### src/rtl/serial_cmp_pkg.sv
// Shared types and defaults for the bit-serial magnitude comparator.
package serial_cmp_pkg;

    localparam int WIDTH_DEFAULT = 8;

    typedef enum logic [1:0] {
        IDLE = 2'd0,
        RUN  = 2'd1,
        DONE = 2'd2
    } state_t;

endpackage

### src/rtl/serial_cmp_ctrl_fulladder.sv
// Single-bit full adder; the comparator time-shares one instance across all operand bits.
module fulladder (
    input  logic a,
    input  logic b,
    input  logic cin,
    output logic sum,
    output logic cout
);

    assign sum  = a ^ b ^ cin;
    assign cout = (a & b) | (a & cin) | (b & cin);

endmodule

### src/rtl/serial_cmp_ctrl.sv
// Bit-serial a-vs-b comparator: computes a - b LSB first through one full adder.
// Define SERIAL_CMP_SIGNED_EN for two's-complement comparison (default is unsigned).
module serial_cmp_ctrl
    import serial_cmp_pkg::*;
#(
    parameter int WIDTH = WIDTH_DEFAULT
) (
    input  logic             clk,
    input  logic             rst,
    input  logic             in_valid,
    output logic             in_ready,
    input  logic [WIDTH-1:0] a,
    input  logic [WIDTH-1:0] b,
    output logic             out_valid,
    input  logic             out_ready,
    output logic             a_greater_b,
    output logic             a_equal_b,
    output logic             a_smaller_b,
    output logic             busy
);

    localparam int CNT_W = $clog2(WIDTH + 1);
    localparam logic [CNT_W-1:0] CNT_LAST = CNT_W'(WIDTH - 1);

    state_t            state_q;
    logic [WIDTH-1:0]  a_q;
    logic [WIDTH-1:0]  b_q;
    logic              carry_q;
    logic              zero_q;
    logic [CNT_W-1:0]  cnt_q;
    logic              in_ready_q;
    logic              out_valid_q;
    logic              busy_q;
    logic              gt_q;
    logic              eq_q;
    logic              lt_q;
    logic              gt_d;
    logic              eq_d;
    logic              lt_d;
    logic              fa_sum;
    logic              fa_cout;

`ifdef SERIAL_CMP_SIGNED_EN
    logic              cin_msb_q;
    logic              msb_sum_q;
    logic              overflow;
`endif

    // Subtraction as a + ~b + 1: the +1 comes from the carry preset at accept.
    fulladder u_fa (
        .a    (a_q[0]),
        .b    (~b_q[0]),
        .cin  (carry_q),
        .sum  (fa_sum),
        .cout (fa_cout)
    );

`ifdef SERIAL_CMP_SIGNED_EN
    always_comb begin
        overflow = cin_msb_q ^ carry_q;
        lt_d     = msb_sum_q ^ overflow;
        eq_d     = zero_q;
        gt_d     = ~lt_d & ~zero_q;
    end
`else
    always_comb begin
        gt_d = carry_q & ~zero_q;
        eq_d = zero_q;
        lt_d = ~carry_q;
    end
`endif

    always_ff @(posedge clk) begin
        if (rst) begin
            state_q     <= IDLE;
            a_q         <= '0;
            b_q         <= '0;
            carry_q     <= 1'b0;
            zero_q      <= 1'b0;
            cnt_q       <= '0;
            in_ready_q  <= 1'b1;
            out_valid_q <= 1'b0;
            busy_q      <= 1'b0;
            gt_q        <= 1'b0;
            eq_q        <= 1'b0;
            lt_q        <= 1'b0;
`ifdef SERIAL_CMP_SIGNED_EN
            cin_msb_q   <= 1'b0;
            msb_sum_q   <= 1'b0;
`endif
        end else begin
            case (state_q)
                IDLE: begin
                    if (in_valid && in_ready_q) begin
                        a_q        <= a;
                        b_q        <= b;
                        carry_q    <= 1'b1;
                        zero_q     <= 1'b1;
                        cnt_q      <= '0;
                        in_ready_q <= 1'b0;
                        busy_q     <= 1'b1;
                        state_q    <= RUN;
                    end
                end
                RUN: begin
                    carry_q <= fa_cout;
                    if (fa_sum) begin
                        zero_q <= 1'b0;
                    end
                    a_q   <= a_q >> 1;
                    b_q   <= b_q >> 1;
                    cnt_q <= cnt_q + CNT_W'(1);
                    if (cnt_q == CNT_LAST) begin
`ifdef SERIAL_CMP_SIGNED_EN
                        cin_msb_q <= carry_q;
                        msb_sum_q <= fa_sum;
`endif
                        busy_q  <= 1'b0;
                        state_q <= DONE;
                    end
                end
                DONE: begin
                    // First DONE cycle publishes the flags; they then hold until taken.
                    if (!out_valid_q) begin
                        out_valid_q <= 1'b1;
                        gt_q        <= gt_d;
                        eq_q        <= eq_d;
                        lt_q        <= lt_d;
                    end else if (out_ready) begin
                        out_valid_q <= 1'b0;
                        gt_q        <= 1'b0;
                        eq_q        <= 1'b0;
                        lt_q        <= 1'b0;
                        in_ready_q  <= 1'b1;
                        state_q     <= IDLE;
                    end
                end
                default: begin
                    state_q <= IDLE;
                end
            endcase
        end
    end

    assign in_ready    = in_ready_q;
    assign out_valid   = out_valid_q;
    assign busy        = busy_q;
    assign a_greater_b = gt_q;
    assign a_equal_b   = eq_q;
    assign a_smaller_b = lt_q;

endmodule

### config.mk
export PLATFORM = sky130hd
export DESIGN_NAME = serial_cmp_ctrl
export DESIGN_NICKNAME = d
export VERILOG_FILES = /design/src/rtl/serial_cmp_pkg.sv /design/src/rtl/serial_cmp_ctrl_fulladder.sv /design/src/rtl/serial_cmp_ctrl.sv
export SDC_FILE = /design/constraint.sdc
export NUM_CORES = 1
export LEC_CHECK = 0
export ABC_AREA = 1
export CORE_MARGIN = 4
export CORE_UTILIZATION = 54
export CTS_CLUSTER_SIZE = 16
export DETAILED_ROUTE_END_ITERATION = 10
export MAX_ROUTING_LAYER = met4
export PLACE_DENSITY = 0.78
export SETUP_SLACK_MARGIN = 0.02
export SKIP_CTS_REPAIR_TIMING = 1
export SLEW_MARGIN = 10
export SYNTH_ARGS = -nofsm -noshare
export SYNTH_HDL_FRONTEND = slang
export SYNTH_SLANG_ARGS = --single-unit
### constraint.sdc
create_clock -name clk -period 3.3 [get_ports clk]
set_input_delay 0.66 -clock clk [delete_from_list [all_inputs] [get_ports clk]]
set_output_delay 0.66 -clock clk [all_outputs]
set_load 0.005 [all_outputs]
==> results.toml, run 1 <==
[run_status]
status = "finished clean"

[critical_path]
max_stage_delay_ns = 0.49
cp_data_arrival_time_ns = 2.19
path_max_fanout = 20
cpMaxStageDelayCell = "clkdlybuf4s50_1"
path_cells = "clkdlybuf4s50_1, nand2_1, a21oi_4, inv_2, a21oi_2, nor2_1"
startpoint = "in_valid"
path_depth = 6
endpoint = "carry_q"
worstReg2RegStart = "in_ready"
r2r_end = "carry_q"
crit_required_ns = 3.50
cp-start-kind = "input port"
cp-end-kind = "register"
crit_family = "buffers and inverters"
rrSetupSlack_ns = 1.72
timing.critical_path.buf_inv = 2
critPathKind = "in2reg"
r2r_cells = 5

[finish]
stdcell_area_mm2 = 0.001660
drive_gt1_frac = 0.07143
fin_util = 0.6702
fin_cells = 254
syn_to_final_growth_pct = 19.23
fill_cells = 237
n_antenna_cell = 0
final_nets = 246

[pwr]
power_leakage_nw = 0.7271
powerDensity_mw_per_mm2 = 576.5
ir_drop_mv = 0.4210
power.total_mw = 0.9572

[synth]
syn_area_mm2 = 0.001393
synth.avg_cell_area_um2 = 6.963
seq_area_frac_synth = 0.4313
synth-async-reset-ratio = 0
synth_nets = 222
ys.flop_type = "dfxtp_1"
syn_inst = 200
synth.distinct_cells = 25
ys_ff_latch = 30
synth_edf_count = 0
ys_warn_count = 0

[placed_design]
hpwl_um = 1982
place_area_mm2 = 0.001615
io_buffers = 25
dp_slack_ns = 0.9809
placed_cells = 247
place_congestion = 0.8047

[global_routing]
grt_max_degree = 22
grt_pass1_wl_um = 4981
overflow = 0
grtUsageTotal = 0.1923
grt_pass1_vias = 1228
antenna_found_initial = 0

[die]
core_mm2 = 0.002477
die_y_um = 58.78
ioPinCount = 26
die_w_um = 58.78
num_rows = 18
initial_utilization = 0.5621
dieArea_mm2 = 0.003455

[sta]
worst_pin_slew_ns = 0.4937
finalSetupViolations = 0
maxSlewHeadroom = 0.6698
hold_violations = 0
hold_ws_ns = 0.4537
tns_ns = 0
maxSlewViolCount = 0
fmax_mhz = 502.0
rsz0062_at_grt = "no"
fin_skew_ns = 0.005511
final.period_utilization = 0.6037
min_period_ns = 1.992
fin_ws_ns = 1.308

[cts]
clockBufferDepth = 2
cts_tree = "yes"
clk_latency_ns = 0.32
clkSlewWorstSetupHoldPaths_ns = 0.09
cts_buffers = 5
root_buffer = "clkbuf_4"
htree_num_levels = 2
clock-sinks = 30

[min_path]
whs_path_depth = 2
holdCritPathClass = "reg2reg"

[run]
drv_cap = 0

[route]
via_per_inst = 5.102
drcViolationCount = 0
num_vias = 1296
ant_nets = 0
drt_wl_total_um = 2898
post_drt_wl_per_cell_um = 11.41
first_pass_iters = 4
drt-initial-drc-count = 48
cell usage in the layout, fill, tap and decap left out:
cell / count
nand4_1: 1
or2_2: 1
nor2_2: 2
clkbuf_1: 2
o211ai_1: 1
clkbuf_4: 5
clkdlybuf4s50_1: 25
ha_1: 1
a21oi_2: 1
nor2_1: 31
a21oi_1: 13
a21o_1: 1
o21ai_0: 15
a21oi_4: 1
nand2_1: 67
nor3_1: 1
inv_1: 9
fa_1: 1
nor2_4: 1
nand3_1: 8
dfxtp_1: 30
inv_2: 4
nand2_2: 1
o21ai_1: 2
how the worst min path moves through the flow:
stage	end	startpoint	slack [ns]
after floorplan	a_greater_b	a_greater_b	0.44
after global placement	a_greater_b	a_greater_b	0.44
after detailed placement	a_greater_b	a_greater_b	0.45
after CTS	a_greater_b	a_greater_b	0.46
after global routing	a_greater_b	a_greater_b	0.49
final	a_greater_b	a_greater_b	0.45
synth_stat cells (all sizes together) (2+ instances only):
| master | instances | area [µm²] |
|---|---|---|
| a21oi | 15 | 90.09 |
| nor2 | 34 | 140.1 |
| inv | 13 | 48.79 |
| clkbuf | 2 | 7.510 |
| buf | 6 | 57.55 |
| nand3 | 8 | 40.04 |
| dfxtp | 30 | 600.6 |
| o21ai | 17 | 85.08 |
| nand2 | 68 | 257.8 |
where the power goes:
group	switching (mW)	leakage (nW)	total, mW	internal [mW]
combinational	0.173	0.454	0.288	0.116
clock	0.117	0.0254	0.198	0.0802
sequential	0.0440	0.247	0.471	0.427
routing by layer:
layer  part of all wire  vias up  GRT usage  routed length (µm)
met3              0.053        7    0.05921                 155
met4              0.017        0    0.07443                  48
met2               0.48       31     0.3312                1391
li1                   -      679          -                   -
met5                  0        -          -                   0
met1               0.45      579     0.2046                1302
registers in the layout, indices dropped and copies added, names as in the netlist:
signal / count
a_q: 8
b_q: 8
cnt_q: 4
state_q: 2
a_equal_b: 1
a_greater_b: 1
a_smaller_b: 1
busy: 1
carry_q: 1
eq_d: 1
in_ready: 1
out_valid: 1
logic make-up (layout without fill, tap and decap cells):
family                   after synthesis  in the layout  share of synthesized area
AND/OR/NAND/NOR                      113            113                     0.3270
AO/OA/AOI/OAI                         34             34                     0.1366
flip-flops                            30             30                     0.4313
buffers and inverters                 21             45                    0.08175
adder cells (fa/ha/maj)                2              2                    0.02336
worst reg2reg max path, stage by stage (launching register included):
cell and delay, ns:
dfxtp_1 0.40, nand2_1 0.14, a21oi_4 0.42, inv_2 0.28
a21oi_2 0.18, nor2_1 0.05
layout make-up:
| type | instances | area, µm² | area share |
|---|---|---|---|
| Clock buffer | 7 | 45.04 | 0.02713 |
| Inverter | 13 | 48.80 | 0.02939 |
| Multi-Input combinational cell | 149 | 678.2 | 0.4084 |
| Sequential cell | 30 | 600.6 | 0.3617 |
| Tap cell | 30 | 37.54 | 0.02261 |
| Timing Repair Buffer | 25 | 250.2 | 0.1507 |
(Power assumes the default switching activity.)
==> inputs of run 2 (changes only) <==
CORE_UTILIZATION = 46   (was 54)
PLACE_DENSITY = 0.71   (was 0.78)
clock period = 1.8 ns   (was 3.3 ns; I/O delays follow)
==> results.toml, run 2 (synthesis gave the netlist of run 1 again) <==
[run_status]
status = "finished clean"

[placed_design]
place_congestion = 0.8042
hpwl_um = 2092
dp_slack_ns = 0.1631
io_buffers = 25

[die]
core_mm2 = 0.002829
die_w_um = 63.02
die_y_um = 63.02
ioPinCount = 26
initial_utilization = 0.4923
dieArea_mm2 = 0.003972
num_rows = 19

[run]
drv_cap = 0

[cts]
clkSlewWorstSetupHoldPaths_ns = 0.09
root_buffer = "clkbuf_4"
clock-sinks = 30
htree_num_levels = 2
cts_buffers = 5
cts_tree = "yes"
clk_latency_ns = 0.32
clockBufferDepth = 2

[finish]
top_regs = "a_q (8), b_q (8), cnt_q (4)"
drive_gt1_frac = 0.08772
syn_to_final_growth_pct = 21.47
final_common_cell = "nand2_1"
final_nets = 250
n_antenna_cell = 0
fill_cells = 273
final_cell_mix = "nand2_1, nor2_1, dfxtp_1"

[critical_path]
rrSetupSlack_ns = 0.41
cpMaxStageDelayCell = "clkdlybuf4s50_1"
crit_family = "buffers and inverters"
cp-start-kind = "register"
crit_required_ns = 1.44
cp-end-kind = "output port"
path_max_fanout = 5
timing.critical_path.buf_inv = 1
max_stage_delay_ns = 0.53
cp_data_arrival_time_ns = 1.25
path_cells = "clkdlybuf4s50_1"
critPathKind = "reg2out"

[sta]
hold_violations = 0
final.period_utilization = 0.8936
rsz0062_at_grt = "no"
finalSetupViolations = 0
fin_ws_ns = 0.1915
maxSlewHeadroom = 0.7497
fmax_mhz = 621.7
min_period_ns = 1.608
maxSlewViolCount = 0
tns_ns = 0
worst_pin_slew_ns = 0.3751
fin_skew_ns = 0.007342

[route]
num_vias = 1322
post_drt_wl_per_cell_um = 11.43
drt-initial-drc-count = 56
drcViolationCount = 0
ant_nets = 0
drt_wl_total_um = 2960
first_pass_iters = 4
via_per_inst = 5.104

[global_routing]
grtUsageTotal = 0.1727
antenna_found_initial = 0
overflow = 0
grt_pass1_wl_um = 5402
grt_pass1_vias = 1347
grt_max_degree = 21

[pwr]
powerDensity_mw_per_mm2 = 1044
ir_drop_mv = 0.6311
power_leakage_nw = 0.7468

[min_path]
holdCritPathClass = "reg2reg"
run 2: layer usage:
| layer | up-vias | track usage | wire length [µm] |
|---|---|---|---|
| met5 | - | - | 0 |
| met4 | 0 | 0.06061 | 30 |
| met3 | 6 | 0.06115 | 159 |
| met2 | 36 | 0.2819 | 1471 |
| met1 | 596 | 0.1945 | 1298 |
| li1 | 684 | - | - |
run 2: final cells by class:
class / count / area [µm²] / area share
clock buffer: 7 / 45.04 / 0.02663
inverter: 13 / 48.80 / 0.02885
multi-input combinational: 149 / 678.2 / 0.4009
sequential: 30 / 600.6 / 0.3550
tap: 31 / 38.79 / 0.02293
timing repair buffer: 29 / 280.3 / 0.1657
run 2: power by group:
| part | leakage (nW) | switching [mW] | internal (mW) |
|---|---|---|---|
| registers | 0.247 | 0.0802 | 0.783 |
| clock network | 0.0254 | 0.205 | 0.147 |
| logic | 0.474 | 0.322 | 0.229 |
run 2: per-stage QoR:
stage / instance area (µm²) / cells / hold slack (ns) / total power [mW] / util
floorplan: 1393 / 200 / 0.4291 / 1.287 / -
global placement: 1647 / 252 / 0.4407 / 1.411 / 0.5820
detailed placement: 1647 / 252 / 0.4523 / 1.432 / 0.5820
CTS: 1692 / 259 / 0.4648 / 1.781 / 0.5980
global route: 1692 / 259 / 0.4921 / 1.909 / 0.5980
finish: 1692 / 259 / 0.4564 / 1.766 / 0.5980
run 2: path summary, 6_finish.rpt:
check,start,to,cells past startpoint
hold / removal,a_greater_b,a_greater_b,2
setup reg to reg,state_q[0],a_q[2],7
setup / recovery,out_valid,out_valid,1
hold reg to reg,a_greater_b,a_greater_b,2
==> inputs of run 3 (changes only) <==
CORE_UTILIZATION = 40   (was 46)
PLACE_DENSITY = 0.62   (was 0.71)
REMOVE_ABC_BUFFERS = 1   (was default)
==> results.toml, run 3 (synthesis gave the netlist of run 1 again) <==
[placed_design]
hpwl_um = 2121
io_buffers = 25
place_congestion = 0.7668
dp_slack_ns = 0.1528
placed_cells = 267
place_area_mm2 = 0.001665

[sta]
fin_skew_ns = 0.008749
rsz0062_at_grt = "no"
hold_ws_ns = 0.4646
worst_pin_slew_ns = 0.3562
hold_violations = 0
tns_ns = 0
final.period_utilization = 0.9029
fin_ws_ns = 0.1748
fmax_mhz = 615.3
maxSlewHeadroom = 0.7622
finalSetupViolations = 0
maxSlewViolCount = 0
min_period_ns = 1.625

[pwr]
combinationalPowerShare = 0.299
powerDensity_mw_per_mm2 = 1065
power.total_mw = 1.837
power_leakage_nw = 0.7567
seqPwrFrac = 0.472
internal-power_mw = 1.201
ir_drop_mv = 0.5435
p_clk_frac = 0.229
sw_frac_of_total = 0.3463
switching_power_mw = 0.6362

[die]
die_y_um = 67.01
initial_utilization = 0.4173
ioPinCount = 26
core_mm2 = 0.003337
dieArea_mm2 = 0.004490
die_w_um = 67.01
num_rows = 21

[cts]
clock-sinks = 30
cts_tree = "yes"
htree_num_levels = 2
root_buffer = "clkbuf_4"
clk_latency_ns = 0.33
cts_buffers = 5
clkSlewWorstSetupHoldPaths_ns = 0.10
clockBufferDepth = 2

[route]
drcViolationCount = 0
first_pass_iters = 4
via_per_inst = 4.811
num_vias = 1323
ant_nets = 0
post_drt_wl_per_cell_um = 11.13
drt_wl_total_um = 3062
drt-initial-drc-count = 114

[critical_path]
critPathKind = "reg2out"
cpMaxStageDelayCell = "clkdlybuf4s50_1"
path_cells = "clkdlybuf4s50_1"
max_stage_delay_ns = 0.53
path_max_fanout = 5
timing.critical_path.buf_inv = 1
cp-start-kind = "register"
crit_family = "buffers and inverters"
cp_data_arrival_time_ns = 1.27
cp-end-kind = "output port"
crit_required_ns = 1.44

[global_routing]
grt_pass1_vias = 1287
antenna_found_initial = 0
grt_max_degree = 21
overflow = 0
grtUsageTotal = 0.1634
grt_pass1_wl_um = 5326

[finish]
final_cell_mix = "nand2_1, nor2_1, dfxtp_1"
final_common_cell = "nand2_1"
fin_util = 0.5171
final_nets = 250
stdcell_area_mm2 = 0.001725
fin_cells = 275
top_regs = "a_q (8), b_q (8), cnt_q (4)"
n_antenna_cell = 0
fill_cells = 359
drive_gt1_frac = 0.09607
syn_to_final_growth_pct = 23.90

[run_status]
status = "finished clean"

[run]
drv_cap = 0

[min_path]
holdCritPathClass = "reg2reg"
[run 3: layer usage]
metal	GRT usage	up-vias	share of wire
met2	0.2564	36	0.48
met5	-	-	0
met3	0.04047	7	0.040
met1	0.1865	592	0.46
met4	0.09873	0	0.018
li1	-	688	-
[run 3: cell type report]
type	instances	area, µm²	share of cell area
Clock buffer	7	55.05	0.03191
Clock inverter	1	5.005	0.002901
Inverter	13	48.80	0.02828
Multi-Input combinational cell	149	678.2	0.3930
Sequential cell	30	600.6	0.3481
Tap cell	46	57.56	0.03336
Timing Repair Buffer	29	280.3	0.1624
[run 3: worst paths after layout]
path,start,to,slack [ns],cells past startpoint
min,a_smaller_b,a_smaller_b,0.46,2
max,out_valid,out_valid,0.17,1
max reg2reg,state_q[0],busy,0.44,7
min reg2reg,a_smaller_b,a_smaller_b,0.46,2
[run 3: power groups by stage]
stage               Clock [mW]  Sequential (mW)  Combinational, mW
floorplan                    0            0.865              0.357
global placement             0            0.874              0.541
detailed placement           0            0.881              0.553
CTS                      0.437            0.866              0.555
global route             0.465            0.880              0.631
finish                   0.421            0.867              0.549
